`config.mk`:
```
export PLATFORM = sky130hd
export DESIGN_NAME = accum_seq_ctrl
export DESIGN_NICKNAME = d
export VERILOG_FILES = /design/src/rtl/accum_seq_ctrl.sv
export SDC_FILE = /design/constraint.sdc
export NUM_CORES = 1
export LEC_CHECK = 0
export ABC_AREA = 1
export BUFFER_PORTS_ARGS = -buffer_cell sky130_fd_sc_hd__buf_2
export CORE_UTILIZATION = 42
export CTS_CLUSTER_SIZE = 40
export DETAILED_ROUTE_END_ITERATION = 7
export GPL_ROUTABILITY_DRIVEN = 0
export GPL_TIMING_DRIVEN = 0
export PLACE_DENSITY = 0.78
export SETUP_SLACK_MARGIN = 0.15
export SYNTH_ARGS = -nofsm -noshare
export SYNTH_HDL_FRONTEND = slang
export SYNTH_SLANG_ARGS = --single-unit
```
`constraint.sdc`:
```
create_clock -name clock -period 1.9 [get_ports clock]
set_input_delay 0.38 -clock clock [delete_from_list [all_inputs] [get_ports clock]]
set_output_delay 0.38 -clock clock [all_outputs]
set_load 0.005 [all_outputs]
```
`src/rtl/accum_seq_ctrl.sv`:
```
// accum_seq_ctrl: sequences an accumulator DUT through reset, stimulus streaming and per-cycle gold compare.
// Optional macro ACCUM_SEQ_STOP_ON_FAIL_EN ends the run on the first mismatch.
module accum_seq_ctrl #(
  parameter int WIDTH        = 32,
  parameter int DEPTH        = 256,
  parameter int AW           = $clog2(DEPTH + 1),
  parameter int RESET_CYCLES = 3
) (
  input  logic             clock,
  input  logic             reset_n,
  input  logic             start,
  input  logic             abort,
  output logic [AW-1:0]    stim_addr,
  input  logic [WIDTH-1:0] stim_data,
  output logic [AW-1:0]    gold_addr,
  input  logic [WIDTH-1:0] gold_data,
  output logic             dut_reset,
  output logic             dut_en,
  output logic [WIDTH-1:0] dut_in,
  input  logic [WIDTH-1:0] dut_out,
  output logic             busy,
  output logic             done,
  output logic             pass,
  output logic [15:0]      mismatch_count,
  output logic [AW-1:0]    first_fail_idx
);
  typedef enum logic [1:0] {IDLE, RST, RUN, DONE} state_t;
  state_t        state_q;
  logic [AW-1:0] idx_q, ffi_q, idx_d;
  logic [4:0]    rcnt_q;
  logic [15:0]   mm_q, mm_d;
  logic          failed_q;
  logic          run, last, miss;
  always_comb begin
    run            = state_q == RUN;
    last           = idx_q == AW'(DEPTH);
    idx_d          = idx_q + 1'b1;
    mm_d           = mm_q + {15'd0, mm_q != 16'hFFFF};
    stim_addr      = run ? idx_q : '0;
    gold_addr      = stim_addr;
    dut_en         = run && !last;
    dut_in         = dut_en ? stim_data : '0;
    miss           = run && dut_out != gold_data;
    busy           = state_q == RST || run;
    done           = state_q == DONE;
    dut_reset      = state_q == IDLE || state_q == RST;
    pass           = done && mm_q == 16'd0;
    mismatch_count = mm_q;
    first_fail_idx = ffi_q;
  end
  always_ff @(posedge clock or negedge reset_n)
    if (!reset_n) begin
      state_q  <= IDLE;
      idx_q    <= '0;
      rcnt_q   <= '0;
      mm_q     <= '0;
      ffi_q    <= '0;
      failed_q <= 1'b0;
    end else begin
      case (state_q)
        IDLE, DONE: if (start) begin
          state_q  <= RST;
          rcnt_q   <= 5'(RESET_CYCLES - 1);
          idx_q    <= '0;
          mm_q     <= '0;
          ffi_q    <= '0;
          failed_q <= 1'b0;
        end
        RST: if (abort) state_q <= IDLE;
          else if (rcnt_q == 5'd0) begin
            state_q <= RUN;
            idx_q   <= '0;
          end else rcnt_q <= rcnt_q - 5'd1;
        RUN: if (abort) state_q <= IDLE;
          else begin
            if (miss) begin
              mm_q <= mm_d;
              if (!failed_q) begin
                ffi_q    <= idx_q;
                failed_q <= 1'b1;
              end
            end
`ifdef ACCUM_SEQ_STOP_ON_FAIL_EN
            if (last || miss) state_q <= DONE;
`else
            if (last) state_q <= DONE;
`endif
            else idx_q <= idx_d;
          end
        default: state_q <= IDLE;
      endcase
    end
endmodule

```
==> impl_metrics.sql <==
INSERT INTO impl_metrics (metric_group, metric, value, unit) VALUES
('hold_path', 'hp-class', 'in2async', ''),
('sta', 'setup_repair_after_global_routing_missed_its_margin', 'true', ''),
('floorplanning', 'dieWidth', '93.4', 'um'),
('critical_path', 'crit_path_max_incr_delay', '0.46', 'ns'),
('yosys', 'synthesis.nets', '665', ''),
('yosys', 'asyncSetResetFlopFracSynth', '100', '%'),
('sta', 'setup_ws', '-0.361', 'ns'),
('critical_path', 'setup.reg_to_reg.worst_slack', '-0.36', 'ns'),
('sta', 'report.final.slew_viol_count', '0', ''),
('critical_path', 'crit_path_cell_trace', 'nand3_2 > nor3_2 > nand3_2 > ha_4 > nand3_4 > nor3_4 > nand3_1 > xor2_1 > clkinv_1 > nand2_1 > o21ai_2', ''),
('critical_path', 'cp.required', '2.12', 'ns'),
('routing', 'routed_wl', '14.6', 'mm'),
('yosys', 'ranking_of_synthesized_cells_by_instance_count', 'sky130_fd_sc_hd__nand2_1, sky130_fd_sc_hd__inv_1, sky130_fd_sc_hd__nor2_1', ''),
('yosys', 'yosys_warnings', '0', ''),
('critical_path', 'end_kind', 'flip-flop', ''),
('yosys', 'dominant_register_cell_in_the_synthesized_netlist', 'sky130_fd_sc_hd__dfrtp_1', ''),
('clock_network', 'clock_latency', '0.33', 'ns'),
('clock_network', 'clk_pin_slew', '0.09', 'ns'),
('yosys', 'avgSynthCellArea', '6.32', 'sq um'),
('cells_and_area', 'instances_no_fill', '926', ''),
('critical_path', 'timing.rr.start', 'mismatch_count[15]', ''),
('yosys', 'synth_edf_count', '0', ''),
('yosys', 'synthMostInstantiatedCell', 'sky130_fd_sc_hd__nand2_1', ''),
('critical_path', 'critical_path.top_delay_family', 'simple AND/OR/NAND/NOR gates', ''),
('critical_path', 'reg2reg_to', 'mismatch_count[11]', ''),
('critical_path', 'worst-path-buf-inv', '1', ''),
('run_status', 'violations', 'setup timing', ''),
('global_route', 'grt_start_max_net_pins', '43', ''),
('power', 'total_power', '0.00563', 'W'),
('global_route', 'grt.total_usage', '29.4', '%'),
('yosys', 'synth.top_cells.by_area', 'sky130_fd_sc_hd__dfrtp_1, sky130_fd_sc_hd__nand2_1, sky130_fd_sc_hd__inv_1', ''),
('clock_network', 'cts_max_path_buffers', '2', ''),
('critical_path', 'criticalPathCategory', 'reg2reg', ''),
('clock_network', 'ctsRootBufferMaster', 'sky130_fd_sc_hd__clkbuf_8', ''),
('cells_and_area', 'syn_to_layout_area_delta', '78.8', '%'),
('floorplanning', 'initial_core_utilization', '44.5', '%'),
('floorplanning', 'die_area', '8730', 'sq um'),
('power', 'p_per_area', '898', 'nW/um^2'),
('run_status', 'run_status', 'finished with violations', ''),
('yosys', 'yosysTopAreaCell', 'sky130_fd_sc_hd__dfrtp_1', ''),
('global_route', 'first_global_vias', '4647', ''),
('critical_path', 'cp.arrival', '2.49', 'ns'),
('sta', 'timing_hold_violations_final', '0', ''),
('cells_and_area', 'drive_above_1_share', '56.1', '%'),
('flow_run', 'timing.max_cap.violations', '0', ''),
('global_route', 'antenna_violations_before_repair', '0', ''),
('routing', 'drt_first_pass_iters', '5', ''),
('cells_and_area', 'sequential_cell_area', '1070', 'sq um'),
('yosys', 'syn-instance-count', '555', ''),
('cells_and_area', 'antenna-diode-count', '0', ''),
('placement', 'count_of_buffers_inserted_at_the_top_level_ports', '179', ''),
('global_route', 'grt_pass1_wl', '20.2', 'mm'),
('cells_and_area', 'multi_input_comb_area', '2530', 'sq um'),
('routing', 'drt_iter0_markers', '264', ''),
('critical_path', 'startpoint_type', 'flip-flop', ''),
('clock_network', 'htreeDepth', '2', ''),
('yosys', 'synth_sequential_area_ratio', '29.9', '%'),
('sta', 'setup_violators_final', '83', ''),
('floorplanning', 'row_cnt', '32', ''),
('critical_path', 'critPathCapture', 'mismatch_count[11]', ''),
('routing', 'wl_per_cell', '15.8', 'um'),
('critical_path', 'crit_path_start', 'mismatch_count[15]', ''),
('power', 'irDropWorstVdd', '495', 'uV'),
('yosys', 'synth.ff_latch_count', '42', ''),
('floorplanning', 'coreArea', '7890', 'sq um'),
('critical_path', 'rr_worst_depth', '11', ''),
('clock_network', 'clkSinkCount', '42', ''),
('floorplanning', 'top_level_ports', '180', ''),
('routing', 'via_total_after_detailed_routing', '4749', ''),
('yosys', 'synth.distinct_cells', '38', ''),
('clock_network', 'cts_made_buffers', '5', '');
-- metrics by stage --
step	hold slack, ns	util [%]	setup WS, ns	instance area, sq um	TNS (ns)
floorplan	0.0844	-	0.125	3550	0
global placement	0.456	57.9	-0.181	4570	-7.23
detailed placement	0.457	57.9	-0.214	4570	-9.36
CTS	0.267	72.2	-0.148	5690	-5.33
global route	0.292	79.5	-0.412	6270	-21.78
finish	0.210	79.5	-0.361	6270	-16.40
-- cell type report --
cell class                      count  area share, %
Timing Repair Buffer              261           27.8
Sequential cell                    42           17.0
Tap cell                          102           2.03
Clock buffer                        7           1.22
Inverter                          122           7.66
Buffer                             22           3.95
Multi-Input combinational cell    370           40.3
-- flip-flops by register name, indices dropped and copies added (netlist names) --
signal and count:
failed_q 1, rcnt_q 5, idx_q 9, state_q 2
first_fail_idx 9, mismatch_count 16
-- timing repair --
item,in CTS,in global routing
setup buffers,50,24
gates cloned,9,0
pin swaps,23,29
setup endpoints to repair,93,94
resized for setup,157,111
-- layout by cell type (no fill, tap or decap), types with 13 or more instances in the layout --
cell / synthesis / routed
sky130_fd_sc_hd__nor2_2: 3 / 24
sky130_fd_sc_hd__dfrtp_1: 42 / 30
sky130_fd_sc_hd__buf_2: 6 / 174
sky130_fd_sc_hd__buf_6: 2 / 25
sky130_fd_sc_hd__nand2_1: 162 / 119
sky130_fd_sc_hd__buf_4: 10 / 66
sky130_fd_sc_hd__nand2_4: 1 / 13
sky130_fd_sc_hd__inv_1: 119 / 102
sky130_fd_sc_hd__nor2_1: 65 / 30
sky130_fd_sc_hd__nand4_1: 18 / 18
sky130_fd_sc_hd__o21ai_2: 6 / 17
sky130_fd_sc_hd__nor2_4: 0 / 14
sky130_fd_sc_hd__inv_2: 1 / 13
sky130_fd_sc_hd__nand3_1: 20 / 14
sky130_fd_sc_hd__nand2_2: 1 / 31
-- kinds of logic (layout without fill, tap and decap cells) --
| kind of cell | Yosys count | in the layout | share of synthesized area (%) |
|---|---|---|---|
| AO/OA/AOI/OAI | 49 | 49 | 8.45 |
| XOR/XNOR | 21 | 21 | 5.24 |
| adder cells (fa/ha/maj) | 10 | 10 | 3.57 |
| buffers and inverters | 144 | 412 | 17.5 |
| flip-flops | 42 | 42 | 29.9 |
| AND/OR/NAND/NOR | 289 | 290 | 35.3 |
-- worst register-to-register path, stage by stage, from the launching register on --
cell and delay (ns):
sky130_fd_sc_hd__dfrtp_1 0.46, sky130_fd_sc_hd__nand3_2 0.12, sky130_fd_sc_hd__nor3_2 0.38, sky130_fd_sc_hd__nand3_2 0.26, sky130_fd_sc_hd__ha_4 0.27, sky130_fd_sc_hd__nand3_4 0.10, sky130_fd_sc_hd__nor3_4 0.06, sky130_fd_sc_hd__nand3_1 0.08
sky130_fd_sc_hd__xor2_1 0.19, sky130_fd_sc_hd__clkinv_1 0.10, sky130_fd_sc_hd__nand2_1 0.08, sky130_fd_sc_hd__o21ai_2 0.06
-- metal layers --
metal | vias up | GRT usage [%] | routed length, um
met3 | 61 | 6.02 | 1180
met5 | - | 0 | 0
met1 | 2197 | 29.1 | 5130
met2 | 271 | 55.5 | 7660
li1 | 2220 | - | -
met4 | 0 | 18.6 | 622
-- worst min path at each step --
stage | start | slack, ns | end | cells after the start
final | reset_n | 0.21 | mismatch_count[13] | 1
after global routing | reset_n | 0.29 | mismatch_count[9] | 1
after CTS | reset_n | 0.27 | mismatch_count[9] | 1
after detailed placement | first_fail_idx[4] | 0.46 | first_fail_idx[4] | 2
after global placement | first_fail_idx[5] | 0.46 | first_fail_idx[5] | 2
after floorplan | reset_n | 0.08 | failed_q | 0
-- where the power goes --
group          switching, W  internal (W)
clock              0.000353      0.000254
combinational       0.00198       0.00197
sequential        0.0000874      0.000993
total               0.00242       0.00322
No activity file was read; power rests on OpenSTA's default activity.
